`src/rtl/spi_cfg_regfile_if.sv`:
```
// rtl/spi_cfg_regfile_if.sv - captured SPI word bus between capture port and config register file
interface spi_cfg_regfile_if;
  logic [15:0] word_in;
  logic        word_valid;

  modport master (output word_in, output word_valid);
  modport slave  (input  word_in, input  word_valid);
endinterface

```
`src/rtl/spi_cfg_regfile.sv`:
```
// rtl/spi_cfg_regfile.sv - shadow/active filter config registers with keyed, tick-aligned atomic commit
module spi_cfg_regfile #(
  parameter logic [11:0] COMMIT_KEY = 12'hA5C,
  parameter logic [7:0]  RST_DECIM  = 8'd64,
  parameter logic [11:0] RST_GAIN   = 12'h400
) (
  input  logic                    clk,
  input  logic                    rst_n,
  spi_cfg_regfile_if.slave        spi,
  input  logic                    sample_tick,
  output logic [7:0]              cfg_decim,
  output logic [11:0]             cfg_pitch,
  output logic [11:0]             cfg_gain,
  output logic                    cfg_mute,
  output logic                    cfg_bypass,
  output logic                    cfg_update,
  output logic                    commit_pending,
  output logic                    err_sticky
);

  typedef enum logic {
    IDLE    = 1'b0,
    PENDING = 1'b1
  } state_t;

  state_t      state, state_next;
  logic        apply;

  logic [7:0]  sh_decim;
  logic [11:0] sh_pitch;
  logic [11:0] sh_gain;
  logic        sh_mute;
  logic        sh_bypass;

  logic [3:0]  addr;
  logic [11:0] data;
  logic        commit_word;
  logic        err_set;
  logic        err_clr;

  assign addr = spi.word_in[15:12];
  assign data = spi.word_in[11:0];

  always_comb begin
    commit_word = 1'b0;
    err_set     = 1'b0;
    err_clr     = 1'b0;
    if (spi.word_valid) begin
      case (addr)
        4'h0, 4'h1, 4'h2, 4'h3: ;
        4'hE: err_clr = 1'b1;
        4'hF: begin
          if (data == COMMIT_KEY) commit_word = 1'b1;
          else                    err_set     = 1'b1;
        end
        default: err_set = 1'b1;
      endcase
    end
  end

  always_comb begin
    state_next = state;
    apply      = 1'b0;
    case (state)
      IDLE: begin
        // A tick coinciding with the commit word is too early; apply waits for the next one.
        if (commit_word) state_next = PENDING;
      end
      PENDING: begin
        if (sample_tick) begin
          apply      = 1'b1;
          state_next = IDLE;
        end
      end
      default: state_next = IDLE;
    endcase
  end

  always_ff @(posedge clk or negedge rst_n) begin
    if (!rst_n) begin
      state <= IDLE;
    end else begin
      state <= state_next;
    end
  end

  assign commit_pending = (state == PENDING);

  always_ff @(posedge clk or negedge rst_n) begin
    if (!rst_n) begin
      sh_decim  <= RST_DECIM;
      sh_pitch  <= '0;
      sh_gain   <= RST_GAIN;
      sh_mute   <= 1'b0;
      sh_bypass <= 1'b0;
    end else if (spi.word_valid) begin
      case (addr)
        4'h0: sh_decim <= data[7:0];
        4'h1: sh_pitch <= data;
        4'h2: sh_gain  <= data;
        4'h3: begin
          sh_mute   <= data[0];
          sh_bypass <= data[1];
        end
        default: ;
      endcase
    end
  end

  // Active copy samples shadow before any same-edge shadow write lands.
  always_ff @(posedge clk or negedge rst_n) begin
    if (!rst_n) begin
      cfg_decim  <= RST_DECIM;
      cfg_pitch  <= '0;
      cfg_gain   <= RST_GAIN;
      cfg_mute   <= 1'b0;
      cfg_bypass <= 1'b0;
      cfg_update <= 1'b0;
    end else begin
      cfg_update <= apply;
      if (apply) begin
        cfg_decim  <= sh_decim;
        cfg_pitch  <= sh_pitch;
        cfg_gain   <= sh_gain;
        cfg_mute   <= sh_mute;
        cfg_bypass <= sh_bypass;
      end
    end
  end

  always_ff @(posedge clk or negedge rst_n) begin
    if (!rst_n) begin
      err_sticky <= 1'b0;
    end else if (err_clr) begin
      err_sticky <= 1'b0;
    end else if (err_set) begin
      err_sticky <= 1'b1;
    end
  end

endmodule

```
`src/flat_wrapper.sv`:
```
// flat-port wrapper written by rule: the top's interface ports become plain ports
module spi_cfg_regfile_flat 
#(
  parameter logic [11:0] COMMIT_KEY = 12'hA5C,
  parameter logic [7:0]  RST_DECIM  = 8'd64,
  parameter logic [11:0] RST_GAIN   = 12'h400
)
  (clk, rst_n, sample_tick, cfg_decim, cfg_pitch, cfg_gain, cfg_mute, cfg_bypass, cfg_update, commit_pending, err_sticky, spi_word_in, spi_word_valid);
  spi_cfg_regfile_if spi_i ();
  input  logic clk;
  input  logic rst_n;
  input  logic sample_tick;
  output logic [7:0] cfg_decim;
  output logic [11:0] cfg_pitch;
  output logic [11:0] cfg_gain;
  output logic cfg_mute;
  output logic cfg_bypass;
  output logic cfg_update;
  output logic commit_pending;
  output logic err_sticky;
  input wire logic [$bits(spi_i.word_in)-1:0] spi_word_in;
  input wire logic [$bits(spi_i.word_valid)-1:0] spi_word_valid;
  assign spi_i.word_in = spi_word_in;
  assign spi_i.word_valid = spi_word_valid;
  spi_cfg_regfile #(.COMMIT_KEY(COMMIT_KEY), .RST_DECIM(RST_DECIM), .RST_GAIN(RST_GAIN)) u_core (.clk(clk), .rst_n(rst_n), .spi(spi_i), .sample_tick(sample_tick), .cfg_decim(cfg_decim), .cfg_pitch(cfg_pitch), .cfg_gain(cfg_gain), .cfg_mute(cfg_mute), .cfg_bypass(cfg_bypass), .cfg_update(cfg_update), .commit_pending(commit_pending), .err_sticky(err_sticky));
endmodule
```
`config.mk`:
```
export PLATFORM = sky130hd
export DESIGN_NAME = spi_cfg_regfile_flat
export DESIGN_NICKNAME = d
export VERILOG_FILES = /design/src/rtl/spi_cfg_regfile_if.sv /design/src/rtl/spi_cfg_regfile.sv /design/src/flat_wrapper.sv
export SDC_FILE = /design/constraint.sdc
export NUM_CORES = 1
export LEC_CHECK = 0
export CAP_MARGIN = 10
export CELL_PAD_IN_SITES_DETAIL_PLACEMENT = 2
export CELL_PAD_IN_SITES_GLOBAL_PLACEMENT = 2
export CORE_MARGIN = 8
export CORE_UTILIZATION = 32
export CTS_CLUSTER_SIZE = 24
export DETAILED_ROUTE_END_ITERATION = 8
export PLACE_DENSITY = 0.78
export REMOVE_ABC_BUFFERS = 1
export SKIP_LAST_GASP = 1
export SYNTH_ARGS = -nofsm -noshare
export SYNTH_HDL_FRONTEND = slang
export SYNTH_SLANG_ARGS = --single-unit
```
`constraint.sdc`:
```
create_clock -name clk -period 1.15 [get_ports clk]
set_input_delay 0.115 -clock clk [delete_from_list [all_inputs] [get_ports clk]]
set_output_delay 0.115 -clock clk [all_outputs]
set_load 0.05 [all_outputs]
```
---- Word level (Yosys, flattened, before mapping) ----
Cells that the tools add are included.
storage, ports and cells
  bits in registers ....................... 71
  output and inout bits ................... 37
  logic and storage cells ................. 42
operators by class
  reductions and logical operators ........ 7
  bitwise logic cells ..................... 1
  multiplexer cells ....................... 15
  equality and inequality tests ........... 6
operators with widths
  cell                    count
  $mux W1                 13
  $eq A12 B12 Y1 const B  1
  $eq A4 B2 Y1 const B    2
  $eq A4 B4 Y1 const B    2
  $reduce_and A2 Y1       4
  $reduce_or A5 Y1        1
  $eq A4 B1 Y1 const B    1
  $logic_not A4 Y1        1
  $pmux W1 S2             2
  $reduce_bool A2 Y1      1
  $not A1 Y1              1

---- Depth between registers and ports, before layout ----
Gate-level depths: netlist of the first run.
  word-level depth ........................ 6
  gate-level depth with buffers ........... 4
  depth with buffers taken out ............ 3

---- Least setup slack after synthesis of the first run ----
Ideal clock, no wire load.
  path kind ............................... reg-to-reg
  from .................................... register u_core.state (netlist: u_core.commit_pending)
  to ...................................... register u_core.cfg_bypass
  stages on the path, launching flop included .. 4
  library setup time ...................... 0.125 ns
  slack ................................... -0.391 ns
  period minus slack after synthesis ...... 1.541 ns
  data arrival time ....................... 1.416 ns
  cells stage by stage .................... dfrtp_1 > nand2_1 > buf_2 > mux2_2
between the ends
  longest elaborated chain between the ends .. 1
RTL lines
  item                    RTL line                RTL
  start, declared         spi_cfg_regfile.sv:26   state_t state, state_next;
  start signal, assigned  spi_cfg_regfile.sv:83   state <= state_next;
  $mux W1                 spi_cfg_regfile.sv:64   case (state)
  end signal, assigned    spi_cfg_regfile.sv:126  cfg_bypass <= sh_bypass;
  end, declared           spi_cfg_regfile.sv:15   output logic cfg_bypass,
No other way between the ends.
A chain may end at the register's enable or synchronous reset.

---- Worst setup path after layout of the first run ----
  from .................................... register u_core.state (netlist: u_core.commit_pending)
  to ...................................... register u_core.cfg_gain[4]
between the ends
  longest elaborated chain between the ends .. 1
RTL lines
  item                  RTL line                RTL
  $mux W1               spi_cfg_regfile.sv:64
  end signal, assigned  spi_cfg_regfile.sv:124  cfg_gain <= sh_gain;
  end, declared         spi_cfg_regfile.sv:13   output logic [11:0] cfg_gain,
No other way between the ends.

==> out/metrics.cfg, run 1 <==
[status]
outcome = finished with violations
failed_checks = negative setup slack

[timing]
final_min_period_over_clock_period_pct = 106.5
worst_slew_margin_rel_pct = 74.08
grt_setup_unrepaired = true
fin_crit_ns = 1.225
max_slew.worst_pin.slew_ns = 0.3888
whs_ns = 0.1721
clock-skew-final_ns = 0.01567
final_hold_viol_count = 0
report.final.slew_viol_count = 0
setup_viol_count_final = 35
fmaxAchievable_ghz = 0.8161
worst_slack_ns = -0.07530

[cts]
path_clk_slew_ns = 0.08
cts_buffers = 9
cts_num_sinks = 71
insertion_delay_ns = 0.34
htree_num_levels = 3
cts_max_path_buffers = 2
clockRootBuffer = clkbuf_8
cts_tree = built

[critical_path]
critPathBufInv = 1
cp.arrival_ns = 1.46
crit_path_top_delay_cell = dfrtp_2
crit_required_ns = 1.38
worstSetupStartpointType = register
setup.worst_path.end_class = register
crit_fanout = 17
setup.worst_path.class = register to register
crit_path_cell_trace = nand2_8, buf_16, mux2_2
cpPeakStageDelay_ns = 0.47
worst_path_dominant_cell_family = flip-flops

[global_route]
antenna_found_initial = 0
first_global_vias = 2128
grt_start_max_net_pins = 72
grt_first_pass_wirelength_um = 11970
globalRouteTotalUtil_pct = 13.64
grt_remaining_overflow = 0

[floorplan]
floorplan.rows = 34
die_h_um = 109.2
initial_core_utilization_pct = 32.37
boundaryPins = 57
floorplan.die_area_sq_um = 11930
core_region_area_sq_um = 8593
die-width_um = 109.2

[place]
gp_congestion = 0.7409
dp.final_hpwl_um = 5077
dp.cells = 354
placed_area_sq_um = 4073
place.port_buffers = 56

[routing]
vias_per_cell = 4.738
vias = 1772
post_drt_wl_per_cell_um = 20.65
drt_iter0_markers = 24
drc = 0
route.final.wire_length_um = 7724
pre_repair_dr_iteration_count = 4
detail-route-antenna-nets = 0

[min_path]
hold_class = input pin to register

[synth]
ys_seq_elements = 71
syn_area_sq_um = 2781
post_synth_num_cell_types = 20
synth.yosys.seq_area_share_pct = 64.06
ys.warnings.count = 0
post_synthesis_area_per_instance_sq_um = 16.76
post_synth_inst_count = 166

[cells_and_area]
final_layout_size_suffix_gt1_share_pct = 64.29
design.final.nets = 281
stdcell_count = 374
finalInstanceArea_sq_um = 4519
fill_cells = 770
utilization_pct = 52.59
layout-area-overhead-vs-synth_pct = 62.48
antenna_cells = 0

[run]
cap_viol_max_count = 0

[pwr]
vdd_drop_max_uv = 606.9
power-per-cell-area_nw_per_um2 = 1352
leakagePower_nw = 2.215

path summary, 6_finish.rpt:
check                                           startpoint                              end  slack [ns]  cells after the start
setup / recovery           u_core.commit_pending$_DFF_PN0_   u_core.cfg_gain[4]$_DFFE_PN0P_       -0.08                      3
max in group asynchronous                            rst_n   u_core.sh_decim[6]$_DFFE_PN1P_        0.47                      3
min in group asynchronous                            rst_n  u_core.cfg_pitch[8]$_DFFE_PN0P_        0.31                      3
hold / removal                              spi_word_in[3]    u_core.sh_gain[3]$_DFFE_PN0P_        0.17                      3
hold reg to reg             u_core.sh_pitch[9]$_DFFE_PN0P_  u_core.cfg_pitch[9]$_DFFE_PN0P_        0.51                      1
setup reg to reg           u_core.commit_pending$_DFF_PN0_   u_core.cfg_gain[4]$_DFFE_PN0P_       -0.08                      3
per-layer routing:
layer	share of wire (%)	wire, um	GRT usage [%]	vias to the layer above
li1	-	-	-	791
met1	39	3035	15.80	931
met2	55	4256	23.83	43
met3	4.4	337	3.310	7
met4	1.2	94	5.207	0
met5	0	0	0	-
through the flow:
stage                     TNS, ns  worst slack (ns)  total power, mW
after floorplan            -27.96           -0.8096            3.351
after global placement     -24.39           -0.5786            3.718
after detailed placement   -28.05           -0.5818            3.775
after CTS                  -1.498          -0.07057            6.199
after global routing       -2.281          -0.08892            6.381
final                      -1.797          -0.07530            6.112
flip-flops by register name (all words and copies together), names as in the netlist:
name                   count
u_core.commit_pending      1
u_core.cfg_pitch          12
u_core.cfg_mute            1
u_core.sh_decim            8
u_core.sh_bypass           1
u_core.cfg_gain           12
u_core.err_sticky          1
u_core.sh_pitch           12
u_core.sh_mute             1
u_core.cfg_bypass          1
u_core.cfg_update          1
u_core.cfg_decim           8
u_core.sh_gain            12
report_power, final:
group | total, mW | switching (mW) | internal (mW)
registers | 2.99 | 0.184 | 2.81
logic | 0.762 | 0.299 | 0.462
clock network | 2.36 | 0.922 | 1.44
total | 6.11 | 1.41 | 4.71
cells by family after synthesis:
family | share of synthesized area (%)
flops | 64.06
compound gates | 1.035
buf+inv | 1.619
simple gates | 4.409
mux | 28.88
Yosys cell counts:
cell       n  area (sq um)
o22ai_1    1         6.260
o21a_1     1         7.510
dfrtp_1   67          1677
nand2_1    2         7.510
buf_2      3         15.01
nor3_2     1         10.01
dfstp_2    4         105.1
mux2_4    10         150.1
and4_1     2         17.52
nand2_2    1         6.260
inv_1      2         7.510
nor4bb_1   3         30.03
nor2_1     1         3.750
buf_6      2         22.52
and2b_1    2         15.01
nand4_1    2         12.51
a31oi_1    1         6.260
a31o_2     1         8.760
nand3_2    2         20.02
mux2_2    58         653.1
placed cells by master (no fill, tap or decap), drive strengths merged:
cell type and count:
a31o 1, a31oi 1, and2b 2, and4 2
buf 69, bufinv 3, clkbuf 11, clkdlybuf4s50 5
clkinv 3, dfrtp 67, dfstp 4, dlygate4sd2 8
dlygate4sd3 1, dlymetal6s2s 5, inv 2, mux2 68
nand2 3, nand3 2, nand4 2, nor2 1
nor3 1, nor4bb 3, o21a 1, o22ai 1
cell type report:
cell class | instances | area, sq um | area share [%]
inverters | 2 | 7.507 | 0.1661
repair buffers | 89 | 1277 | 28.27
clock buffers | 10 | 127.6 | 2.824
multi-input cells | 88 | 1080 | 23.89
well taps | 108 | 135.1 | 2.990
clock inverters | 6 | 108.9 | 2.409
flip-flops and latches | 71 | 1783 | 39.45
timing repair:
action / 4_1_cts / 5_1_grt
hold buffers: 1 / 0
resized for setup: 24 / 19
pin swaps: 7 / 3
endpoints found under the setup margin: 71 / 40
buffers inserted: 1 / 1
endpoints found under the hold margin: 67 / 0
cloned: 1 / 1
worst reg2reg max path, stage by stage (launching register included):
cell and delay [ns]:
dfrtp_2 0.47, nand2_8 0.13, buf_16 0.18, mux2_2 0.36
No activity file was read; power rests on OpenSTA's default activity.
==> run 2, diff against run 1 <==
--- a/config.mk
+++ b/config.mk
@@ -8,7 +8,6 @@
 export CAP_MARGIN = 10
 export CELL_PAD_IN_SITES_DETAIL_PLACEMENT = 2
 export CELL_PAD_IN_SITES_GLOBAL_PLACEMENT = 2
-export CORE_MARGIN = 8
 export CORE_UTILIZATION = 32
 export CTS_CLUSTER_SIZE = 24
 export DETAILED_ROUTE_END_ITERATION = 8
==> run 2 against run 1 <==
The flow still finishes with violations (negative setup slack). Worst hold slack gained 0.028 ns. Worst setup slack worse by 0.013 ns. Critical path depth unchanged. Die area fell by 24%. Utilization is 1.8 points higher. Critical path type unchanged. Largest power group unchanged.
==> out/metrics.cfg, run 2 (same netlist as run 1, synthesis figures left out) <==
[status]
outcome = finished with violations  ; unchanged
failed_checks = negative setup slack  ; unchanged

[cts]
cts_max_path_buffers = 2  ; unchanged
insertion_delay_ns = 0.35  ; was 0.34 ns
htree_num_levels = 3  ; unchanged
cts_buffers = 9  ; unchanged
clockRootBuffer = clkbuf_8  ; unchanged
path_clk_slew_ns = 0.08  ; about the same
cts_tree = built  ; unchanged
cts_num_sinks = 71  ; unchanged

[critical_path]
crit_fanout = 15  ; was 17
critPathBufInv = 1  ; unchanged
r2r-start = u_core.commit_pending$_DFF_PN0_  ; unchanged
cp.arrival_ns = 1.47  ; was 1.46 ns
cpPeakStageDelay_ns = 0.43  ; was 0.47 ns
critical_path_cell_count = 3  ; unchanged
worstSetupStartpointType = register  ; unchanged
setup.worst_path.class = register to register  ; unchanged
worstReg2RegEnd = u_core.cfg_gain[6]$_DFFE_PN0P_  ; was u_core.cfg_gain[4]$_DFFE_PN0P_
setup.worst_path.end_class = register  ; unchanged
crit_required_ns = 1.38  ; about the same
worst_path_dominant_cell_family = flip-flops  ; unchanged
worstSetupEndpoint = u_core.cfg_gain[6]$_DFFE_PN0P_  ; was u_core.cfg_gain[4]$_DFFE_PN0P_
startpoint = u_core.commit_pending$_DFF_PN0_  ; unchanged
reg2regPathDepth = 3  ; unchanged
rrSetupSlack_ns = -0.09  ; was -0.08 ns
crit_path_top_delay_cell = dfrtp_1  ; was dfrtp_2
crit_path_cell_trace = nand2_4, buf_12, mux2_2  ; was nand2_8, buf_16, mux2_2

[cells_and_area]
seqCellArea_sq_um = 1782  ; was 1783 sq um
mostFrequentLayoutCell = dfrtp_1  ; unchanged
fill_cells = 701  ; was 770
design.final.nets = 281  ; unchanged
final_layout_size_suffix_gt1_share_pct = 62.78  ; was 64.29%
layout-area-overhead-vs-synth_pct = 62.26  ; was 62.48%
finalInstanceArea_sq_um = 4513  ; was 4519 sq um
antenna_cells = 0  ; unchanged
multi_input_comb_area_sq_um = 1074  ; was 1080 sq um
final_cell_mix = 67 x dfrtp_1, 48 x mux2_2, 41 x buf_12, 24 x buf_4, 20 x mux2_4  ; was 66 x dfrtp_1, 50 x mux2_2, 41 x buf_12, 24 x buf_4, 18 x mux2_4

[global_route]
grt_start_max_net_pins = 72  ; unchanged
grt_remaining_overflow = 0  ; unchanged
first_global_vias = 2094  ; was 2,128
grt_first_pass_wirelength_um = 12530  ; was 11,970 um
antenna_found_initial = 0  ; unchanged
globalRouteTotalUtil_pct = 19.81  ; was 13.64%

[routing]
drc = 0  ; unchanged
detail-route-antenna-nets = 0  ; unchanged
drt_iter0_markers = 54  ; was 24
vias_per_cell = 4.833  ; was 4.738
post_drt_wl_per_cell_um = 23.22  ; was 20.65 um
vias = 1793  ; was 1,772
pre_repair_dr_iteration_count = 4  ; unchanged
route.final.wire_length_um = 8616  ; was 7724 um

[timing]
timing.setup.tns_ns = -1.880  ; was -1.797 ns
grt_setup_unrepaired = true  ; unchanged
final_min_period_over_clock_period_pct = 107.7  ; was 106.5%
fin_crit_ns = 1.239  ; was 1.225 ns
worst_slack_ns = -0.08856  ; was -0.07530 ns
setup_viol_count_final = 37  ; was 35
report.final.slew_viol_count = 0  ; unchanged
clock-skew-final_ns = 0.01131  ; was 0.01567 ns
fmaxAchievable_ghz = 0.8074  ; was 0.8161 GHz
worst_slew_margin_rel_pct = 74.81  ; was 74.08%
final_hold_viol_count = 0  ; unchanged
max_slew.worst_pin.slew_ns = 0.3778  ; was 0.3888 ns

[floorplan]
die_h_um = 95.23  ; was 109.2 um
core_region_area_sq_um = 8299  ; was 8593 sq um
initial_core_utilization_pct = 33.51  ; was 32.37%
die-width_um = 95.23  ; was 109.2 um
boundaryPins = 57  ; unchanged
floorplan.rows = 33  ; was 34
floorplan.die_area_sq_um = 9069  ; was 11,930 sq um

[pwr]
vdd_drop_max_uv = 650.0  ; was 606.9 uV
leakagePower_nw = 2.211  ; was 2.215 nW
sequentialPowerShare_pct = 47.9  ; was 48.9%
power.share.clock_pct = 39.4  ; was 38.6%
switching_share_pct = 24.39  ; was 23.00%
power-per-cell-area_nw_per_um2 = 1402  ; was 1352 nW/um^2
internal_power_mw = 4.783  ; was 4.706 mW
total_switching_power_mw = 1.543  ; was 1.406 mW
gate_power_share_pct = 12.7  ; was 12.5%

[place]
gp_congestion = 0.7276  ; was 0.7409
placed_area_sq_um = 4076  ; was 4073 sq um
dp.final_hpwl_um = 4969  ; was 5077 um
place.port_buffers = 56  ; unchanged

[min_path]
hold_class = input pin to register  ; unchanged

[run]
cap_viol_max_count = 0  ; unchanged

-- run 2: worst register-to-register path: stages (launching register included) --
cell and delay [ns]:
dfrtp_1 0.43, nand2_4 0.17, buf_12 0.17, mux2_2 0.35
-- run 2: per-layer routing --
metal / up-vias / routed length (um) / global-route usage [%]
li1: 793 / - / -
met1: 937 / 3579 / 23.14
met2: 48 / 4651 / 34.70
met3: 15 / 203 / 3.589
met4: 0 / 182 / 9.848
met5: - / 0 / 0
-- run 2: how the worst min path moves through the flow --
stage | cells after the start | endpoint | start
6_report | 3 | u_core.sh_decim[2]$_DFFE_PN0P_ | spi_word_in[2]
5_1_grt | 3 | u_core.sh_decim[2]$_DFFE_PN0P_ | spi_word_in[2]
3_5_place_dp | 2 | u_core.cfg_pitch[8]$_DFFE_PN0P_ | rst_n
2_1_floorplan | 0 | u_core.cfg_bypass$_DFFE_PN0P_ | rst_n
3_3_place_gp | 2 | u_core.cfg_pitch[8]$_DFFE_PN0P_ | rst_n
4_1_cts | 3 | u_core.sh_gain[9]$_DFFE_PN0P_ | spi_word_in[9]
-- run 2: per-stage QoR --
step                      hold slack (ns)  cells  util, %  setup slack [ns]  power [mW]
after floorplan                   -0.1806    161        -           -0.8096       3.351
after global placement             0.1680    352    49.12           -0.5164       3.714
after detailed placement           0.1713    352    49.12           -0.4801       3.798
after CTS                          0.2703    369    53.11          -0.08895       6.317
after global routing               0.2317    371    54.38          -0.09745       6.553
final                              0.2005    371    54.38          -0.08856       6.325
-- run 2: power by group through the flow --
stage	combinational (mW)	sequential (mW)	clock, mW
finish	0.804	3.03	2.49
global route	0.857	3.06	2.64
CTS	0.798	3.02	2.50
detailed placement	0.753	3.04	0
global placement	0.706	3.01	0
floorplan	0.337	3.01	0
-- run 2: final cells by class --
cell class	instances	area share, %
tap	105	2.911
multi-input combinational	88	23.79
timing repair buffer	89	28.36
clock buffer	13	3.299
clock inverter	3	1.996
sequential	71	39.48
inverter	2	0.1663
-- run 2: repair_timing --
action / in CTS / in global routing
setup buffers: 0 / 0
cloned: 1 / 2
resized for setup: 22 / 17
hold endpoints to repair: 67 / 0
pin swaps: 5 / 3
hold buffers: 1 / 0
endpoints found under the setup margin: 73 / 47
==> run 3, diff against run 2 <==
--- a/config.mk
+++ b/config.mk
@@ -12,7 +12,6 @@
 export CTS_CLUSTER_SIZE = 24
 export DETAILED_ROUTE_END_ITERATION = 8
 export PLACE_DENSITY = 0.78
-export REMOVE_ABC_BUFFERS = 1
 export SKIP_LAST_GASP = 1
 export SYNTH_ARGS = -nofsm -noshare
 export SYNTH_HDL_FRONTEND = slang
==> run 3 against run 2 <==
The flow still finishes with violations (negative setup slack). Via count up 1.7%. Global-route usage down 0.19 points. Clock skew down 0.0023 ns. Critical path type unchanged. Largest power group unchanged. Highest routed layer unchanged.
==> out/metrics.cfg, run 3 (same netlist as run 1, synthesis figures left out) <==
[floorplan]
floorplan.rows = 33  ; unchanged
die-width_um = 95.23  ; unchanged
initial_core_utilization_pct = 33.51  ; unchanged
floorplan.die_area_sq_um = 9069  ; unchanged
die_h_um = 95.23  ; unchanged
core_region_area_sq_um = 8299  ; unchanged
boundaryPins = 57  ; unchanged

[global_route]
grt_remaining_overflow = 0  ; unchanged
grt_first_pass_wirelength_um = 12430  ; was 12,530 um
grtUsageMet1_pct = 22.52  ; was 23.14%
antenna_found_initial = 0  ; unchanged
gr-usage-met2_pct = 35.00  ; was 34.70%
top_usage_layer = met2  ; unchanged
met3_usage_pct = 3.270  ; was 3.589%
grt_start_max_net_pins = 72  ; unchanged
globalRouteTotalUtil_pct = 19.62  ; was 19.81%
first_global_vias = 2083  ; was 2,094

[status]
outcome = finished with violations  ; unchanged
failed_checks = negative setup slack  ; unchanged

[cts]
cts_num_sinks = 71  ; unchanged
clockRootBuffer = clkbuf_8  ; unchanged
cts_max_path_buffers = 2  ; unchanged
cts_tree = built  ; unchanged
htree_num_levels = 3  ; unchanged
cts_buffers = 9  ; unchanged
path_clk_slew_ns = 0.07  ; was 0.08 ns
insertion_delay_ns = 0.34  ; was 0.35 ns

[critical_path]
crit_fanout = 8  ; was 15
worstSetupStartpointType = register  ; unchanged
reg2regPathDepth = 3  ; unchanged
cp.arrival_ns = 1.44  ; was 1.47 ns
r2r-start = u_core.commit_pending$_DFF_PN0_  ; unchanged
rrSetupSlack_ns = -0.05  ; was -0.09 ns
worstReg2RegEnd = u_core.cfg_gain[2]$_DFFE_PN0P_  ; was u_core.cfg_gain[6]$_DFFE_PN0P_
crit_required_ns = 1.39  ; was 1.38 ns
setup.worst_path.class = register to register  ; unchanged
setup.worst_path.end_class = register  ; unchanged

[min_path]
worstHoldStart = spi_word_in[9]  ; was spi_word_in[2]
hold_class = input pin to register  ; unchanged
worstHoldEndpoint = u_core.sh_gain[9]$_DFFE_PN0P_  ; was u_core.sh_decim[2]$_DFFE_PN0P_
holdPathStages = 3  ; unchanged

[cells_and_area]
antenna_cells = 0  ; unchanged
mostFrequentLayoutCell = dfrtp_1  ; unchanged
utilization_pct = 55.60  ; was 54.38%
layout-area-overhead-vs-synth_pct = 65.90  ; was 62.26%
final_layout_size_suffix_gt1_share_pct = 63.37  ; was 62.78%
design.final.nets = 288  ; was 281
final_cell_mix = 66 x dfrtp_1, 44 x mux2_4, 41 x buf_12, 29 x buf_4, 24 x mux2_2  ; was 67 x dfrtp_1, 48 x mux2_2, 41 x buf_12, 24 x buf_4, 20 x mux2_4
fill_cells = 702  ; was 701
stdcell_count = 378  ; was 371

[routing]
vias = 1823  ; was 1,793
pre_repair_dr_iteration_count = 4  ; unchanged
vias_per_cell = 4.823  ; was 4.833
detail-route-antenna-nets = 0  ; unchanged
drt_iter0_markers = 43  ; was 54
drc = 0  ; unchanged
post_drt_wl_per_cell_um = 22.88  ; was 23.22 um
route.final.wire_length_um = 8647  ; was 8616 um

[synth]
mappedNetlistNets = 186

[timing]
worst_slack_ns = -0.05204  ; was -0.08856 ns
whs_ns = 0.2052  ; was 0.2005 ns
worst_slew_margin_rel_pct = 74.04  ; was 74.81%
final_hold_viol_count = 0  ; unchanged
final_min_period_over_clock_period_pct = 104.5  ; was 107.7%
grt_setup_unrepaired = true  ; unchanged
max_slew.worst_pin.slew_ns = 0.3893  ; was 0.3778 ns
report.final.slew_viol_count = 0  ; unchanged
clock-skew-final_ns = 0.009051  ; was 0.01131 ns
fin_crit_ns = 1.202  ; was 1.239 ns
fmaxAchievable_ghz = 0.8319  ; was 0.8074 GHz
setup_viol_count_final = 35  ; was 37

[pwr]
power-per-cell-area_nw_per_um2 = 1259  ; was 1402 nW/um^2
leakagePower_nw = 2.311  ; was 2.211 nW
vdd_drop_max_uv = 581.1  ; was 650.0 uV

[place]
gp_congestion = 0.8053  ; was 0.7276
place.port_buffers = 56  ; unchanged
preCtsSetupSlack_ns = -0.6812  ; was -0.4801 ns
dp.final_hpwl_um = 5450  ; was 4969 um
dp.cells = 356  ; was 352

[run]
cap_viol_max_count = 0  ; unchanged

[run 3: repair_timing]
item,CTS,global route
hold buffers,1,0
gates resized for setup,29,40
endpoints found under the hold margin,67,0
setup buffers,3,0
cloned,1,1
endpoints found under the setup margin,68,51
pin swaps,6,4
[run 3: final cells by class]
type	count	area, sq um	share of cell area, %
clock buffers	14	152.6	3.308
repair buffers	96	1335	28.93
inverters	2	7.507	0.1627
clock inverters	2	35.03	0.7592
flip-flops and latches	71	1783	38.64
multi-input cells	88	1170	25.35
well taps	105	131.4	2.847
[run 3: stage by stage]
stage | area [sq um] | power [mW] | setup TNS, ns
2_1_floorplan | 2809 | 3.353 | -2.947
3_3_place_gp | 4103 | 3.733 | -20.12
3_5_place_dp | 4103 | 3.818 | -24.62
4_1_cts | 4432 | 5.807 | -0.6890
5_1_grt | 4614 | 6.041 | -2.092
6_report | 4614 | 5.810 | -1.125
[run 3: worst max-delay path: stages, from the launching register on]
cell and delay, ns:
dfrtp_2 0.46, nand2_8 0.14, clkbuf_16 0.18, mux2_4 0.30
[run 3: worst max path at each step]
stage	start	to	slack, ns
after floorplan	u_core.commit_pending$_DFF_PN0_	u_core.cfg_bypass$_DFFE_PN0P_	-0.10
final	u_core.commit_pending$_DFF_PN0_	u_core.cfg_gain[2]$_DFFE_PN0P_	-0.05
after detailed placement	spi_word_in[6]	u_core.commit_pending$_DFF_PN0_	-0.68
after CTS	u_core.commit_pending$_DFF_PN0_	u_core.cfg_mute$_DFFE_PN0P_	-0.04
after global routing	u_core.commit_pending$_DFF_PN0_	commit_pending	-0.09
after global placement	spi_word_in[6]	u_core.err_sticky$_DFFE_PN0P_	-0.56
[run 3: routing by layer]
| metal | routed length, um | part of all wire (%) |
|---|---|---|
| met1 | 3504 | 41 |
| met2 | 4654 | 54 |
| met3 | 272 | 3.1 |
| met4 | 216 | 2.5 |
| met5 | 0 | 0 |
[run 3: power breakdown]
part           switching [mW]  total [mW]  internal (mW)
registers               0.224        3.03           2.81
logic                   0.329       0.813          0.483
clock network           0.902        1.97           1.06
